===== src/rtl/bottling_controller_pkg.sv =====
// Shared constants for the bottling line controller: state codes, default timings and helpers.
package bottling_controller_pkg;

  typedef enum logic [2:0] {
    StIdle     = 3'd0,
    StMove     = 3'd1,
    StFill     = 3'd2,
    StWaitCork = 3'd3,
    StCap      = 3'd4,
    StFault    = 3'd5
  } state_e;

  localparam int unsigned TempoVedacaoDefault      = 3;
  localparam int unsigned TimeoutEnchimentoDefault = 50;

  function automatic logic [7:0] sat_inc8(input logic [7:0] v);
    return (v == 8'hFF) ? v : v + 8'd1;
  endfunction

endpackage


===== src/rtl/bottling_controller_if.sv =====
// Operator, sensor and actuator signals of one bottling station.
interface bottling_controller_if;
  logic       start;
  logic       stop;
  logic       ack_erro;
  logic       sensor_garrafa;
  logic       sensor_nivel;
  logic [7:0] rolhas_linha;
  logic       motor;
  logic       valvula;
  logic       vedacao;
  logic       done;
  logic       alarme_sem_rolha;
  logic       erro;
  logic [7:0] garrafas_ok;
  logic [2:0] estado;

  modport slave (
    input  start, stop, ack_erro, sensor_garrafa, sensor_nivel, rolhas_linha,
    output motor, valvula, vedacao, done, alarme_sem_rolha, erro, garrafas_ok, estado
  );

  modport master (
    output start, stop, ack_erro, sensor_garrafa, sensor_nivel, rolhas_linha,
    input  motor, valvula, vedacao, done, alarme_sem_rolha, erro, garrafas_ok, estado
  );
endinterface


===== src/rtl/bottling_controller_cycle_timer.sv =====
// 8-bit clear/enable counter; tc_o flags the last enabled cycle before limit_i is reached.
module bottling_controller_cycle_timer (
  input  logic       clk,
  input  logic       reset,
  input  logic       clear_i,
  input  logic       en_i,
  input  logic [7:0] limit_i,
  output logic       tc_o
);

  logic [7:0] count_q, count_d;

  always_comb begin
    count_d = count_q;
    if (clear_i) begin
      count_d = 8'd0;
    end else if (en_i && (count_q != 8'hFF)) begin
      count_d = count_q + 8'd1;
    end
  end

  always_ff @(posedge clk or posedge reset) begin
    if (reset) begin
      count_q <= 8'd0;
    end else begin
      count_q <= count_d;
    end
  end

  assign tc_o = en_i && (count_q == limit_i - 8'd1);

endmodule


===== src/rtl/bottling_controller.sv =====
// Bottling station sequencer: convey, fill, wait for a cork, cap, with fill-timeout fault.
module bottling_controller
  import bottling_controller_pkg::*;
#(
  parameter int unsigned TEMPO_VEDACAO      = TempoVedacaoDefault,
  parameter int unsigned TIMEOUT_ENCHIMENTO = TimeoutEnchimentoDefault
) (
  input logic                  clk,
  input logic                  reset,
  bottling_controller_if.slave bus
);

  localparam logic [7:0] CapLimit  = 8'(TEMPO_VEDACAO);
  localparam logic [7:0] FillLimit = 8'(TIMEOUT_ENCHIMENTO);

  state_e     st_q, st_d;
  logic       stop_pend_q, stop_pend_d;
  logic       motor_q, valvula_q, vedacao_q, alarme_q, erro_q, done_q;
  logic [7:0] garrafas_q, garrafas_d;
  logic       fill_tc, cap_tc, cap_exit;
  logic       has_cork;

  assign has_cork = (bus.rolhas_linha != 8'd0);

  bottling_controller_cycle_timer u_fill_timer (
    .clk     (clk),
    .reset   (reset),
    .clear_i (st_q != StFill),
    .en_i    (st_q == StFill),
    .limit_i (FillLimit),
    .tc_o    (fill_tc)
  );

  bottling_controller_cycle_timer u_cap_timer (
    .clk     (clk),
    .reset   (reset),
    .clear_i (st_q != StCap),
    .en_i    (st_q == StCap),
    .limit_i (CapLimit),
    .tc_o    (cap_tc)
  );

  always_comb begin
    st_d        = st_q;
    stop_pend_d = stop_pend_q;
    cap_exit    = 1'b0;
    case (st_q)
      StIdle: if (bus.start && !bus.stop) st_d = StMove;
      StMove: begin
        if (bus.stop) st_d = StIdle;
        else if (bus.sensor_garrafa) st_d = StFill;
      end
      StFill: begin
        if (bus.stop) stop_pend_d = 1'b1;
        // Level reached wins over a timeout landing in the same cycle.
        if (bus.sensor_nivel) st_d = has_cork ? StCap : StWaitCork;
        else if (fill_tc) st_d = StFault;
      end
      StWaitCork: begin
        if (bus.stop) stop_pend_d = 1'b1;
        if (has_cork) st_d = StCap;
      end
      StCap: begin
        if (bus.stop) stop_pend_d = 1'b1;
        if (cap_tc) begin
          cap_exit = 1'b1;
          st_d     = (stop_pend_q || bus.stop) ? StIdle : StMove;
        end
      end
      StFault: if (bus.ack_erro) st_d = StIdle;
      default: st_d = StIdle;
    endcase
    if (st_d == StIdle) stop_pend_d = 1'b0;
    garrafas_d = cap_exit ? sat_inc8(garrafas_q) : garrafas_q;
  end

  // Actuator flags are registered from the next state so they line up with estado.
  always_ff @(posedge clk or posedge reset) begin
    if (reset) begin
      st_q        <= StIdle;
      stop_pend_q <= 1'b0;
      motor_q     <= 1'b0;
      valvula_q   <= 1'b0;
      vedacao_q   <= 1'b0;
      alarme_q    <= 1'b0;
      erro_q      <= 1'b0;
      done_q      <= 1'b0;
      garrafas_q  <= 8'd0;
    end else begin
      st_q        <= st_d;
      stop_pend_q <= stop_pend_d;
      motor_q     <= (st_d == StMove);
      valvula_q   <= (st_d == StFill);
      vedacao_q   <= (st_d == StCap);
      alarme_q    <= (st_d == StWaitCork);
      erro_q      <= (st_d == StFault);
      done_q      <= cap_exit;
      garrafas_q  <= garrafas_d;
    end
  end

  assign bus.motor            = motor_q;
  assign bus.valvula          = valvula_q;
  assign bus.vedacao          = vedacao_q;
  assign bus.alarme_sem_rolha = alarme_q;
  assign bus.erro             = erro_q;
  assign bus.done             = done_q;
  assign bus.garrafas_ok      = garrafas_q;
  assign bus.estado           = st_q;

endmodule


===== src/flat_wrapper.sv =====
// flat-port wrapper written by rule: the top's interface ports become plain ports
module bottling_controller_flat import bottling_controller_pkg::*;
#(
  parameter int unsigned TEMPO_VEDACAO      = TempoVedacaoDefault,
  parameter int unsigned TIMEOUT_ENCHIMENTO = TimeoutEnchimentoDefault
)
  (clk, reset, bus_start, bus_stop, bus_ack_erro, bus_sensor_garrafa, bus_sensor_nivel, bus_rolhas_linha, bus_motor, bus_valvula, bus_vedacao, bus_done, bus_alarme_sem_rolha, bus_erro, bus_garrafas_ok, bus_estado);
  bottling_controller_if bus_i ();
  input logic clk;
  input logic reset;
  input wire logic [$bits(bus_i.start)-1:0] bus_start;
  input wire logic [$bits(bus_i.stop)-1:0] bus_stop;
  input wire logic [$bits(bus_i.ack_erro)-1:0] bus_ack_erro;
  input wire logic [$bits(bus_i.sensor_garrafa)-1:0] bus_sensor_garrafa;
  input wire logic [$bits(bus_i.sensor_nivel)-1:0] bus_sensor_nivel;
  input wire logic [$bits(bus_i.rolhas_linha)-1:0] bus_rolhas_linha;
  output wire logic [$bits(bus_i.motor)-1:0] bus_motor;
  output wire logic [$bits(bus_i.valvula)-1:0] bus_valvula;
  output wire logic [$bits(bus_i.vedacao)-1:0] bus_vedacao;
  output wire logic [$bits(bus_i.done)-1:0] bus_done;
  output wire logic [$bits(bus_i.alarme_sem_rolha)-1:0] bus_alarme_sem_rolha;
  output wire logic [$bits(bus_i.erro)-1:0] bus_erro;
  output wire logic [$bits(bus_i.garrafas_ok)-1:0] bus_garrafas_ok;
  output wire logic [$bits(bus_i.estado)-1:0] bus_estado;
  assign bus_i.start = bus_start;
  assign bus_i.stop = bus_stop;
  assign bus_i.ack_erro = bus_ack_erro;
  assign bus_i.sensor_garrafa = bus_sensor_garrafa;
  assign bus_i.sensor_nivel = bus_sensor_nivel;
  assign bus_i.rolhas_linha = bus_rolhas_linha;
  assign bus_motor = bus_i.motor;
  assign bus_valvula = bus_i.valvula;
  assign bus_vedacao = bus_i.vedacao;
  assign bus_done = bus_i.done;
  assign bus_alarme_sem_rolha = bus_i.alarme_sem_rolha;
  assign bus_erro = bus_i.erro;
  assign bus_garrafas_ok = bus_i.garrafas_ok;
  assign bus_estado = bus_i.estado;
  bottling_controller #(.TEMPO_VEDACAO(TEMPO_VEDACAO), .TIMEOUT_ENCHIMENTO(TIMEOUT_ENCHIMENTO)) u_core (.clk(clk), .reset(reset), .bus(bus_i));
endmodule

===== config.mk =====
export PLATFORM = sky130hd
export DESIGN_NAME = bottling_controller_flat
export DESIGN_NICKNAME = d
export VERILOG_FILES = /design/src/rtl/bottling_controller_pkg.sv /design/src/rtl/bottling_controller_if.sv /design/src/rtl/bottling_controller_cycle_timer.sv /design/src/rtl/bottling_controller.sv /design/src/flat_wrapper.sv
export SDC_FILE = /design/constraint.sdc
export NUM_CORES = 1
export LEC_CHECK = 0
export CELL_PAD_IN_SITES_DETAIL_PLACEMENT = 0
export CELL_PAD_IN_SITES_GLOBAL_PLACEMENT = 2
export CORE_UTILIZATION = 35
export CTS_BUF_LIST = sky130_fd_sc_hd__clkbuf_8
export DETAILED_ROUTE_END_ITERATION = 16
export HOLD_SLACK_MARGIN = 0.05
export PLACE_DENSITY_LB_ADDON = 0.1
export SLEW_MARGIN = 10
export SYNTH_ARGS = -nofsm -noshare
export SYNTH_HDL_FRONTEND = slang
export SYNTH_HIERARCHICAL = 1
export SYNTH_SLANG_ARGS = --single-unit

===== constraint.sdc =====
create_clock -name clk -period 3.5 [get_ports clk]
set_input_delay 1.05 -clock clk [delete_from_list [all_inputs] [get_ports clk]]
set_output_delay 1.05 -clock clk [all_outputs]
set_load 0.02 [all_outputs]

==> Yosys cells after proc, flatten, opt, wreduce, memory -nomap -nowiden <==
Cells that the tools add are included.
{ "totals": {"mem_count": 0, "romBits": 0, "in_bits": 15, "latch_bits": 0, "regBits": 34, "output_inout_bits": 17, "ramBits": 0, "wordCells": 69} }
{ "op_classes": {"bitwise": 1, "muxes": 20, "eq_ne": 17, "n_mul": 0, "magnitude_cmp": 0, "n_div": 0, "reduce_logical": 17, "addsub": 3, "shift": 0} }
{ "op_table": {"columns": ["cell", "n"], "rows": [
  ["$mux 8", 4],
  ["$mux 3", 9],
  ["$add 8x1->8 const B", 3],
  ["$pmux 3 s6", 1],
  ["$ne 8x8->1 const B", 2],
  ["$eq 3x2->1 const B", 4],
  ["$eq 3x3->1 const B", 4],
  ["$eq 8x2->1 const B", 1],
  ["$eq 8x6->1 const B", 1],
  ["$eq 8x8->1 const B", 1],
  ["$reduce_bool 2->1", 4],
  ["$reduce_bool 8->1", 1],
  ["$eq 3x1->1 const B", 2],
  ["$logic_not 3->1", 2],
  ["$mux 1", 6],
  ["$logic_and 1x1->1", 5],
  ["$reduce_and 2->1", 2],
  ["$ne 3x2->1 const B", 1],
  ["$ne 3x3->1 const B", 1],
  ["$reduce_or 3->1", 1],
  ["$logic_not 1->1", 1],
  ["$logic_or 1x1->1", 1],
  ["$not 1->1", 1]
]} }

==> Depth between registers and ports, before layout <==
Gate-level depths: netlist (run 1).
{ "logic_depth": {"depth_word": 8, "depth_mapped": 12} }

==> By module <==
The synthesis (run 1) kept the hierarchy.
{ "modules_own_cells": {"columns": ["mod", "cells_each", "seq_area_each_um2", "instances", "area_each_um2"], "rows": [
  ["bottling_controller_cycle_timer", 81, 200.2, 2, 679.4],
  ["bottling_controller", 86, 450.4, 1, 928.4]
]} }

==> Worst setup path after synthesis (run 1) <==
No wires, ideal clock.
{ "synth_timing": {"kind": "flip-flop to flip-flop", "from": "reg u_core.st_q[0], in the netlist u_core/bus.estado[0]", "to": "reg u_core.garrafas_q[5], in the netlist u_core/bus.garrafas_ok[5]", "slack_ps": 739, "setup_time_ps": 130, "stages_incl_launch_ff": 10, "t_arrival_ps": 2631, "t_required_ps": 3370, "path_cell_list": "dfrtp_1 > buf_2 > nor3b_1 > nand4_1 > nor4_1 > and4bb_2 > o21a_1 > nand4_1 > or2_1 > xnor2_1"} }
{ "synth_between": {"elab_chain_cells": 5} }
{ "synth_rtl": {"columns": ["element", "line", "rtl"], "rows": [
  ["start, declared", "bottling_controller.sv:16", "state_e st_q, st_d;"],
  ["start signal, assigned", "bottling_controller.sv:80", "st_q <= StIdle;"],
  ["start signal, assigned", "bottling_controller.sv:90", "st_q <= st_d;"],
  ["$eq 3x3->1", "bottling_controller.sv:38", ".en_i (st_q == StCap),"],
  ["$logic_and 1x1->1", "bottling_controller_cycle_timer.sv:30", "assign tc_o = en_i && (count_q == limit_i - 8'd1);"],
  ["via u_core.cap_tc", "bottling_controller.sv:20", "logic fill_tc, cap_tc, cap_exit;"],
  ["$mux 1", "bottling_controller.sv:65", "if (cap_tc) begin"],
  ["$mux 1", "bottling_controller.sv:47", "case (st_q)"],
  ["via u_core.cap_exit", "bottling_controller.sv:20", null],
  ["$reduce_and 2->1 (no source line)", null, null],
  ["end signal, assigned", "bottling_controller.sv:98", "garrafas_q <= garrafas_d;"],
  ["end, declared", "bottling_controller.sv:19", "logic [7:0] garrafas_q, garrafas_d;"]
]} }
The timed path passes the listed nets, and every way through them passes these cells.
A chain may end at the register's enable or synchronous reset.

==> Worst setup path in the final report (run 1) <==
{ "layout_timing": {"from": "reg u_core.st_q[2], in the netlist u_core/bus.estado[2]", "to": "reg u_core.motor_q, in the netlist u_core/bus.motor"} }
{ "layout_between": {"elab_chain_cells": 6} }
{ "layout_rtl": {"columns": ["element", "line", "rtl"], "rows": [
  ["$eq 3x2->1", "bottling_controller.sv:29", ".en_i (st_q == StFill),"],
  ["$logic_and 1x1->1", "bottling_controller_cycle_timer.sv:30", null],
  ["via u_core.fill_tc", "bottling_controller.sv:20", null],
  ["$mux 3", "bottling_controller.sv:57", "else if (fill_tc) st_d = StFault;"],
  ["$mux 3", "bottling_controller.sv:56", "if (bus.sensor_nivel) st_d = has_cork ? StCap : StWaitCork;"],
  ["$pmux 3 s6", "bottling_controller.sv:47", null],
  ["$eq 3x1->1", "bottling_controller.sv:92", "motor_q <= (st_d == StMove);"],
  ["end signal, assigned", "bottling_controller.sv:92", null],
  ["end, declared", "bottling_controller.sv:18", "logic motor_q, valvula_q, vedacao_q, alarme_q, erro_q, done_q;"]
]} }
The timed path passes the listed nets, and every way through them passes these cells.

==> impl_metrics.py, run 1 <==
metrics = {
    "power": {
        "sw_frac_of_total": 0.327,
        "power_mw": 1.07,
        "power_frac_seq": 0.419,
        "p_comb_frac": 0.301,
        "p_leak_nw": 1.30,
        "vdd_drop_max_mv": 0.233,
        "p_sw_mw": 0.348,
        "clockPowerShare": 0.280,
        "powerDensity_mw_per_mm2": 360,
        "p_int_mw": 0.718,
    },
    "clock_network": {
        "hold_buffers": 0,
        "cts_root_buffer": "clkbuf_8",
        "clock_latency_ps": 280,
        "cts_buffer_depth": 2,
        "path_clk_slew_ps": 70,
        "post_cts_buffers": 0,
        "cts_tree": "built",
        "cts_made_buffers": 5,
        "htree_levels": 2,
        "cts.repair.resized": 0,
        "cts_sinks": 34,
    },
    "sta": {
        "min_period_ps": 2740,
        "layout_setup_ws_ps": 757,
        "worstMarginPinSlew_ps": 711,
        "fin_worst_skew_ps": 7.15,
        "slew_headroom": 0.525,
        "tns_ps": 0,
        "min_period_over_period": 0.784,
        "finalSetupViolCount": 0,
        "rsz0062_at_grt": "no",
        "fmaxAchievable_ghz": 0.365,
        "hold_viol_final": 0,
        "slew_viol_final": 0,
    },
    "placement": {
        "portBuffers": 31,
        "place_congestion": 0.795,
        "place_hpwl_um": 3650,
        "dp.cells": 402,
        "dp_slack_ps": 578,
    },
    "global_route": {
        "antenna_found_initial": 0,
        "grt_overflow_total": 0,
        "grt_pass1_wl_um": 8220,
        "grt_pass1_vias": 1801,
        "grt_usage": 0.145,
        "grt_max_degree": 19,
    },
    "floorplanning": {
        "start_util": 0.362,
        "core_area_sq_mm": 0.00631,
        "rows": 29,
        "die_w_um": 82.8,
        "dieArea_sq_mm": 0.00686,
        "die_h_um": 82.8,
        "io_pins": 32,
    },
    "synthesis": {
        "syn_area_sq_mm": 0.00229,
        "yosysTopAreaCell": "dfrtp_1",
        "synth-edff-count": 0,
        "synth_area_leaders": "dfrtp_1, xnor2_1, nor2_1",
        "syn_inst": 248,
        "yosysWarnings": 6,
        "synthTopCellsByCount": "dfrtp_1, nor2_1, xnor2_1, nand2_1, a21oi_1",
        "ys_seq_area_frac": 0.372,
        "yosysTopAreaCellShare": 0.372,
        "synth_cell_type_count": 50,
        "postSynthAreaPerCell_sq_um": 9.22,
        "ys_ff_latch": 34,
        "synth_ff_type": "dfrtp_1",
        "async_reset_ff_frac": 1.00,
        "yosysMostFrequentCell": "dfrtp_1",
    },
    "final_layout": {
        "drive_gt1_frac": 0.0811,
        "syn2layout_area_growth_pct": 29.5,
        "antenna_cells": 0,
        "final_nets": 352,
        "fin_cells": 410,
    },
    "worst_setup_path": {
        "critPathKind": "reg2reg",
        "critPathArrivalTime_ps": 2940,
        "crit_required_ps": 3700,
        "startpoint_type": "register",
        "worst_path_max_delay_cell": "or3b_1",
        "crit_chain": "or3b_1, inv_1, nand4_1, nor4_1, nor2_1, nor2_1, a21oi_1, and3_1, nor3_2",
        "crit_top_cell": "nor2_1",
        "cpPeakStageDelay_ps": 580,
        "crit_path_end_kind": "register",
        "cp_max_fo": 11,
    },
    "detailed_routing": {
        "ant_nets": 0,
        "first_iter_violations": 69,
        "post-route-drc-count": 0,
        "drtPass1Iterations": 6,
        "wirelength_um": 4610,
        "wire_per_inst_um": 11.2,
        "via_per_inst": 4.60,
        "vias": 1885,
    },
    "min_path": {
        "min_path_type": "reg2reg",
    },
    "run_status": {
        "status": "finished clean",
    },
    "flow_run": {
        "max_cap_violations": 0,
    },
}
==> state kept, by name, summed over array words and instances (netlist names) <==
| signal | cells |
|---|---|
| u_core/bus.estado | 3 |
| u_core/bus.valvula | 1 |
| u_core/bus.garrafas_ok | 8 |
| u_core/u_fill_timer/count_q | 8 |
| u_core/bus.motor | 1 |
| u_core/bus.alarme_sem_rolha | 1 |
| u_core/bus.vedacao | 1 |
| u_core/u_cap_timer/count_q | 8 |
| u_core/bus.erro | 1 |
| u_core/stop_pend_q | 1 |
| u_core/bus.done | 1 |
==> per-stage QoR <==
stage | util | hold WS [ps] | instance area [sq um]
6_report | 0.469 | 503 | 2960
5_1_grt | 0.469 | 526 | 2960
4_1_cts | 0.469 | 503 | 2960
3_5_place_dp | 0.454 | 487 | 2870
3_3_place_gp | 0.454 | 479 | 2870
2_1_floorplan | - | 461 | 2480
==> path summary, 6_finish.rpt <==
path	startpoint	end	slack, ps	depth (start not counted)
max reg2reg	u_core/bus.estado[2]$_DFF_PP0_	u_core/bus.motor$_DFF_PP0_	760	9
max in group asynchronous	reset	u_core/bus.valvula$_DFF_PP0_	1800	2
min in group asynchronous	reset	u_core/u_cap_timer/count_q[1]$_DFFE_PP0P_	1070	2
max	u_core/bus.estado[2]$_DFF_PP0_	u_core/bus.motor$_DFF_PP0_	760	9
min	u_core/stop_pend_q$_DFFE_PP0P_	u_core/stop_pend_q$_DFFE_PP0P_	500	1
min reg2reg	u_core/stop_pend_q$_DFFE_PP0P_	u_core/stop_pend_q$_DFFE_PP0P_	500	1
==> cells by family (layout without fill, tap and decap cells) <==
kind of cell             after synthesis  after routing  synth area share
flip-flops                            34             34             0.372
AND/OR/NAND/NOR                      112            112             0.286
other                                  2             54           0.00328
multiplexers                           1              1           0.00438
buffers and inverters                 20             53            0.0377
XOR/XNOR                              35             35             0.141
adder cells (fa/ha/maj)                5              5            0.0274
AO/OA/AOI/OAI                         39             39             0.129
==> metal layers <==
layer	track usage	up-vias	share of wire
met5	0	-	0
met1	0.191	870	0.47
li1	-	995	-
met4	0.0313	0	0.0052
met2	0.244	18	0.50
met3	0.0338	2	0.025
==> worst max-delay path, delay by kind of cell, from the launching register on <==
family                 cells  cell delay [ps]
AOI/OAI and AO/OA          1              120
buffers and inverters      1              240
DFF                        1              470
and+or+nand+nor            7             1850
==> cells in the final DEF, fill, tap and decap left out, drive strengths merged, types with 2 or more instances in the layout <==
| master | count |
|---|---|
| clkdlybuf4s50 | 31 |
| nand2b | 7 |
| xor2 | 11 |
| a31oi | 4 |
| o21a | 4 |
| conb | 54 |
| a41oi | 2 |
| o21ai | 4 |
| nand2 | 17 |
| inv | 11 |
| and4 | 2 |
| and3 | 8 |
| a32o | 2 |
| a211oi | 2 |
| nand4 | 7 |
| nand3 | 10 |
| nor3b | 3 |
| ha | 5 |
| clkbuf | 6 |
| nand3b | 6 |
| a221oi | 2 |
| nor4 | 7 |
| a21oi | 13 |
| dfrtp | 34 |
| xnor2 | 24 |
| or4 | 2 |
| nor2 | 26 |
| a311oi | 2 |
| buf | 3 |
| nor3 | 11 |
==> power groups by stage <==
stage / sequential [mW] / combinational, mW / clock [mW]
after global routing: 0.452 / 0.355 / 0.329
after global placement: 0.455 / 0.324 / 0
after CTS: 0.448 / 0.320 / 0.312
final: 0.447 / 0.321 / 0.299
after floorplan: 0.480 / 0.174 / 0
after detailed placement: 0.455 / 0.319 / 0
==> cell type report <==
type | count | area, sq um
Fill cell | 631 | 3350
Multi-Input combinational cell | 246 | 1550
Sequential cell | 34 | 851
Timing Repair Buffer | 34 | 333
Tap cell | 77 | 96.3
Clock buffer | 6 | 82.6
Inverter | 11 | 41.3
Clock inverter | 2 | 12.5
(Power assumes the default switching activity.)
==> run 2: changes to the inputs <==
==> constraint.sdc (replaced) <==
create_clock -name clk -period 2.6 [get_ports clk]
set_input_delay 0.78 -clock clk [delete_from_list [all_inputs] [get_ports clk]]
set_output_delay 0.78 -clock clk [all_outputs]
set_load 0.02 [all_outputs]
==> run 2 against run 1 <==
Final cell count up 3.7%. Worst hold slack worse by 8.6 ps. Maximum frequency up 16%. Sequential share of layout area down 1.5 points. Clock skew down 3.0 ps. Sequential power up 33%. Non-clock buffer count up 15. Setup slack worse by 520 ps. Critical path type unchanged. Largest cell class unchanged.
==> impl_metrics.py, run 2 (synthesis gave the netlist of run 1 again) <==
metrics = {
    "floorplanning": {
        "rows": 29,
        "io_pins": 32,
        "die_w_um": 82.8,
        "die_h_um": 82.8,
        "dieArea_sq_mm": 0.00686,
        "start_util": 0.362,
        "core_area_sq_mm": 0.00631,
    },
    "detailed_routing": {
        "post-route-drc-count": 0,
        "wire_per_inst_um": 11.4,
        "ant_nets": 0,
        "vias": 1957,
        "drtPass1Iterations": 6,
        "first_iter_violations": 53,
        "via_per_inst": 4.60,
        "wirelength_um": 4830,
    },
    "clock_network": {
        "cts_made_buffers": 5,
        "hold_buffers": 0,
        "cts_buffer_depth": 2,
        "post_cts_buffers": 0,
        "clock_latency_ps": 290,
        "cts_sinks": 34,
        "htree_levels": 2,
        "path_clk_slew_ps": 80,
        "cts.repair.resized": 0,
        "cts_root_buffer": "clkbuf_8",
        "cts_tree": "built",
    },
    "final_layout": {
        "mostFrequentLayoutCells": "conb_1, dfrtp_1, clkdlybuf4s50_1",
        "n_fill_cell": 623,
        "syn2layout_area_growth_pct": 36.5,
        "drive_gt1_frac": 0.124,
        "final_nets": 367,
        "antenna_cells": 0,
        "final_common_cell": "conb_1",
        "fin_util": 0.494,
    },
    "worst_setup_path": {
        "critPathKind": "reg2reg",
        "worst_path_max_delay_cell": "dfrtp_1",
        "startpoint_type": "register",
        "crit_required_ps": 2780,
        "cp_max_fo": 3,
        "critical_path.startpoint": "u_core/u_cap_timer/count_q[5]$_DFFE_PP0P_",
        "critPathArrivalTime_ps": 2550,
        "cpPeakStageDelay_ps": 400,
        "crit_path_end_kind": "register",
        "crit_chain": "xnor2_1, xnor2_1, nand4_1, nor4_1, buf_4, and4bb_2, o21a_1, nand4_1, or2_1, xnor2_1",
        "r2r_start": "u_core/u_cap_timer/count_q[5]$_DFFE_PP0P_",
        "crit_top_cell": "xnor2_1",
    },
    "sta": {
        "min_period_over_period": 0.910,
        "rsz0062_at_grt": "no",
        "finalSetupViolCount": 0,
        "fin_worst_skew_ps": 4.13,
        "slew_headroom": 0.527,
        "min_period_ps": 2370,
        "fmaxAchievable_ghz": 0.422,
        "timing.hold.ws_ps": 494,
        "slew_viol_final": 0,
        "hold_viol_final": 0,
        "worstMarginPinSlew_ps": 708,
        "tns_ps": 0,
    },
    "global_route": {
        "grt_pass1_vias": 1813,
        "antenna_found_initial": 0,
        "grt_pass1_wl_um": 8270,
        "grt_usage": 0.149,
        "grt_overflow_total": 0,
        "grt_max_degree": 19,
    },
    "placement": {
        "place_hpwl_um": 3770,
        "place_congestion": 0.767,
        "portBuffers": 31,
    },
    "power": {
        "p_leak_nw": 1.40,
        "powerDensity_mw_per_mm2": 529,
        "vdd_drop_max_mv": 0.334,
    },
    "min_path": {
        "hp-start": "u_core/bus.garrafas_ok[7]$_DFFE_PP0P_",
        "min_path_type": "reg2reg",
    },
    "run_status": {
        "status": "finished clean",
    },
    "flow_run": {
        "max_cap_violations": 0,
    },
}
[run 2: changes by cell type in the layout (fill, tap and decap cells not counted), sizes merged]
cell,before,now
clkinvlp,1,0
bufinv,0,2
buf,3,18
clkbuf,6,5
[run 2: final timing paths]
path                                                               to  depth (start not counted)  slack, ps
min in group asynchronous  u_core/u_fill_timer/count_q[0]$_DFFE_PP0P_                          2        840
min reg2reg                     u_core/bus.garrafas_ok[7]$_DFFE_PP0P_                          1        490
max reg2reg                     u_core/bus.garrafas_ok[5]$_DFFE_PP0P_                         10        230
min                             u_core/bus.garrafas_ok[7]$_DFFE_PP0P_                          1        490
max                             u_core/bus.garrafas_ok[5]$_DFFE_PP0P_                         10        230
max in group asynchronous       u_core/bus.garrafas_ok[0]$_DFFE_PP0P_                          2       1150
[run 2: worst max-delay path: cells and delay by family (launching register included)]
kind | cells | cell delay [ps]
xor gates and xnor gates | 3 | 500
and+or+nand+nor | 5 | 1040
buffers and inverters | 1 | 160
DFF | 1 | 400
AOI/OAI and AO/OA | 1 | 160
[run 2: through the flow]
stage	cell area [sq um]	setup WS, ps	power, mW	cells
2_1_floorplan	2490	71.0	0.884	300
3_3_place_gp	2980	3.88	1.07	417
3_5_place_dp	2980	-32.3	1.07	417
4_1_cts	3120	209	1.67	425
5_1_grt	3120	73.5	1.74	425
6_report	3120	233	1.65	425
[run 2: layout make-up]
| class | count | area [sq um] | area share |
|---|---|---|---|
| multi-input cells | 246 | 1550 | 0.497 |
| flip-flops and latches | 34 | 851 | 0.273 |
| repair buffers | 49 | 445 | 0.143 |
| well taps | 77 | 96.3 | 0.0309 |
| clock buffers | 5 | 68.8 | 0.0220 |
| clock inverters | 3 | 68.8 | 0.0220 |
| inverters | 11 | 41.3 | 0.0132 |
[run 2: metal layers]
layer  track usage  up-vias  wire, um
met5             0        -         0
met4        0.0470        0        39
met3        0.0328        4       118
met2         0.247       15      2370
met1         0.194      916      2300
li1              -     1022         -
[run 2: power by group]
group	internal, mW	switching, mW	leakage [nW]	total [mW]
combinational	0.205	0.259	0.865	0.464
clock	0.384	0.209	0.0683	0.593
sequential	0.567	0.0282	0.472	0.596
total	1.16	0.495	1.40	1.65
==> run 3: changes to the inputs <==
--- a/config.mk
+++ b/config.mk
@@ -7,7 +7,7 @@
 export LEC_CHECK = 0
 export CELL_PAD_IN_SITES_DETAIL_PLACEMENT = 0
 export CELL_PAD_IN_SITES_GLOBAL_PLACEMENT = 2
-export CORE_UTILIZATION = 35
+export CORE_UTILIZATION = 25
 export CTS_BUF_LIST = sky130_fd_sc_hd__clkbuf_8
 export DETAILED_ROUTE_END_ITERATION = 16
 export HOLD_SLACK_MARGIN = 0.05
==> run 3 against run 2 <==
Routed wire length grew 9.6%. Total power up 0.91%. Worst hold slack gained 6.2 ps. Combinational power is 2% higher. Highest routed layer unchanged. Global-route usage is 3.1 points lower. Die area increased by 39%. First-iteration DRC count grew 11%. Maximum frequency fell by 4.0%. Via count down 0.66%. Non-clock buffer count is 1 higher. Critical path depth unchanged.
==> impl_metrics.py, run 3 (synthesis gave the netlist of run 1 again) <==
metrics = {
    "sta": {
        "worstMarginPinSlew_ps": 492,
        "tns_ps": 0,
        "slew_headroom": 0.667,
        "min_period_ps": 2470,
        "min_period_over_period": 0.948,
        "rsz0062_at_grt": "yes",
        "slew_viol_final": 0,
        "layout_setup_ws_ps": 134,
        "fin_worst_skew_ps": 6.19,
        "fmaxAchievable_ghz": 0.406,
        "finalSetupViolCount": 0,
        "hold_viol_final": 0,
    },
    "power": {
        "p_leak_nw": 1.41,
        "power_mw": 1.67,
        "powerDensity_mw_per_mm2": 522,
        "vdd_drop_max_mv": 0.194,
    },
    "detailed_routing": {
        "via_per_inst": 4.25,
        "ant_nets": 0,
        "wire_per_inst_um": 11.6,
        "post-route-drc-count": 0,
        "vias": 1944,
        "drtPass1Iterations": 4,
        "wirelength_um": 5290,
        "first_iter_violations": 59,
    },
    "placement": {
        "dp_slack_ps": -38.6,
        "place_hpwl_um": 4090,
        "portBuffers": 31,
        "place_congestion": 0.756,
        "placed_area_sq_mm": 0.00302,
    },
    "floorplanning": {
        "core_area_sq_mm": 0.00881,
        "io_pins": 32,
        "die_w_um": 97.7,
        "start_util": 0.260,
        "dieArea_sq_mm": 0.00954,
        "rows": 34,
        "die_h_um": 97.7,
    },
    "clock_network": {
        "cts_sinks": 34,
        "htree_levels": 2,
        "clock_latency_ps": 290,
        "cts_root_buffer": "clkbuf_8",
        "cts_tree": "built",
        "cts_made_buffers": 5,
        "path_clk_slew_ps": 80,
        "cts_buffer_depth": 2,
        "hold_buffers": 0,
    },
    "global_route": {
        "grt_pass1_wl_um": 9060,
        "grt_pass1_vias": 1849,
        "grt_usage": 0.119,
        "grt_max_degree": 19,
        "grt_overflow_total": 0,
        "antenna_found_initial": 0,
    },
    "worst_setup_path": {
        "startpoint_type": "register",
        "r2r_start": "u_core/u_cap_timer/count_q[3]$_DFFE_PP0P_",
        "critical_path.startpoint": "u_core/u_cap_timer/count_q[3]$_DFFE_PP0P_",
        "cp_max_fo": 6,
        "critPathKind": "reg2reg",
        "crit_path_end_kind": "register",
        "crit_required_ps": 2790,
        "critPathArrivalTime_ps": 2660,
    },
    "run_status": {
        "status": "finished clean",
    },
    "final_layout": {
        "drive_gt1_frac": 0.138,
        "syn2layout_area_growth_pct": 39.7,
        "final_common_cell": "conb_1",
        "stdcell_area_sq_mm": 0.00320,
        "final_nets": 368,
        "fin_util": 0.363,
        "mostFrequentLayoutCells": "conb_1, dfrtp_1, clkdlybuf4s50_1",
        "antenna_cells": 0,
    },
    "min_path": {
        "min_path_type": "reg2reg",
        "hp-start": "u_core/bus.garrafas_ok[6]$_DFFE_PP0P_",
    },
    "flow_run": {
        "max_cap_violations": 0,
    },
}
-- run 3: critical path, cell delays in order, from the launching register on --
cell	delay (ps)
dfrtp_1	450
xor2_1	200
xnor2_1	180
nand4_1	140
nor4_2	290
buf_4	170
and4bb_2	240
o21a_1	160
nand4_1	150
or2_1	270
xnor2_1	120
-- run 3: layout make-up --
type	count	area [sq um]
clock inverters	3	68.8
repair buffers	50	453
clock buffers	5	68.8
inverters	11	41.3
fillers	917	5610
flip-flops and latches	34	851
multi-input cells	246	1580
well taps	108	135
-- run 3: per-layer routing --
layer | vias to the layer above | track usage | wire (um)
li1 | 1024 | - | -
met1 | 900 | 0.158 | 2590
met2 | 14 | 0.194 | 2540
met3 | 6 | 0.0216 | 91
met4 | 0 | 0.0385 | 71
met5 | - | 0 | 0
-- run 3: repair_timing --
| item | 4_1_cts | 5_1_grt |
|---|---|---|
| endpoints found under the setup margin | 0 | 7 |
| setup buffers | 0 | 2 |
| resized for setup | 0 | 4 |
-- run 3: path summary, 6_finish.rpt --
path | slack [ps] | cells past startpoint | endpoint
hold / removal | 500 | 1 | u_core/bus.garrafas_ok[6]$_DFFE_PP0P_
hold reg to reg | 500 | 1 | u_core/bus.garrafas_ok[6]$_DFFE_PP0P_
min in group asynchronous | 860 | 2 | u_core/u_fill_timer/count_q[6]$_DFFE_PP0P_
setup reg to reg | 130 | 10 | u_core/bus.garrafas_ok[5]$_DFFE_PP0P_
setup / recovery | 130 | 10 | u_core/bus.garrafas_ok[5]$_DFFE_PP0P_
max in group asynchronous | 1480 | 3 | u_core/bus.vedacao$_DFF_PP0_
-- run 3: power breakdown --
part           internal [mW]  total, mW  switching [mW]
combinational          0.205      0.471           0.266
clock                  0.384      0.605           0.221
sequential             0.567      0.591          0.0236
total                   1.16       1.67           0.511
-- run 3: metrics by stage --
step	instances	hold WS, ps
floorplan	300	461
finish	457	500
global route	457	529
CTS	455	504
global placement	447	483
detailed placement	447	491
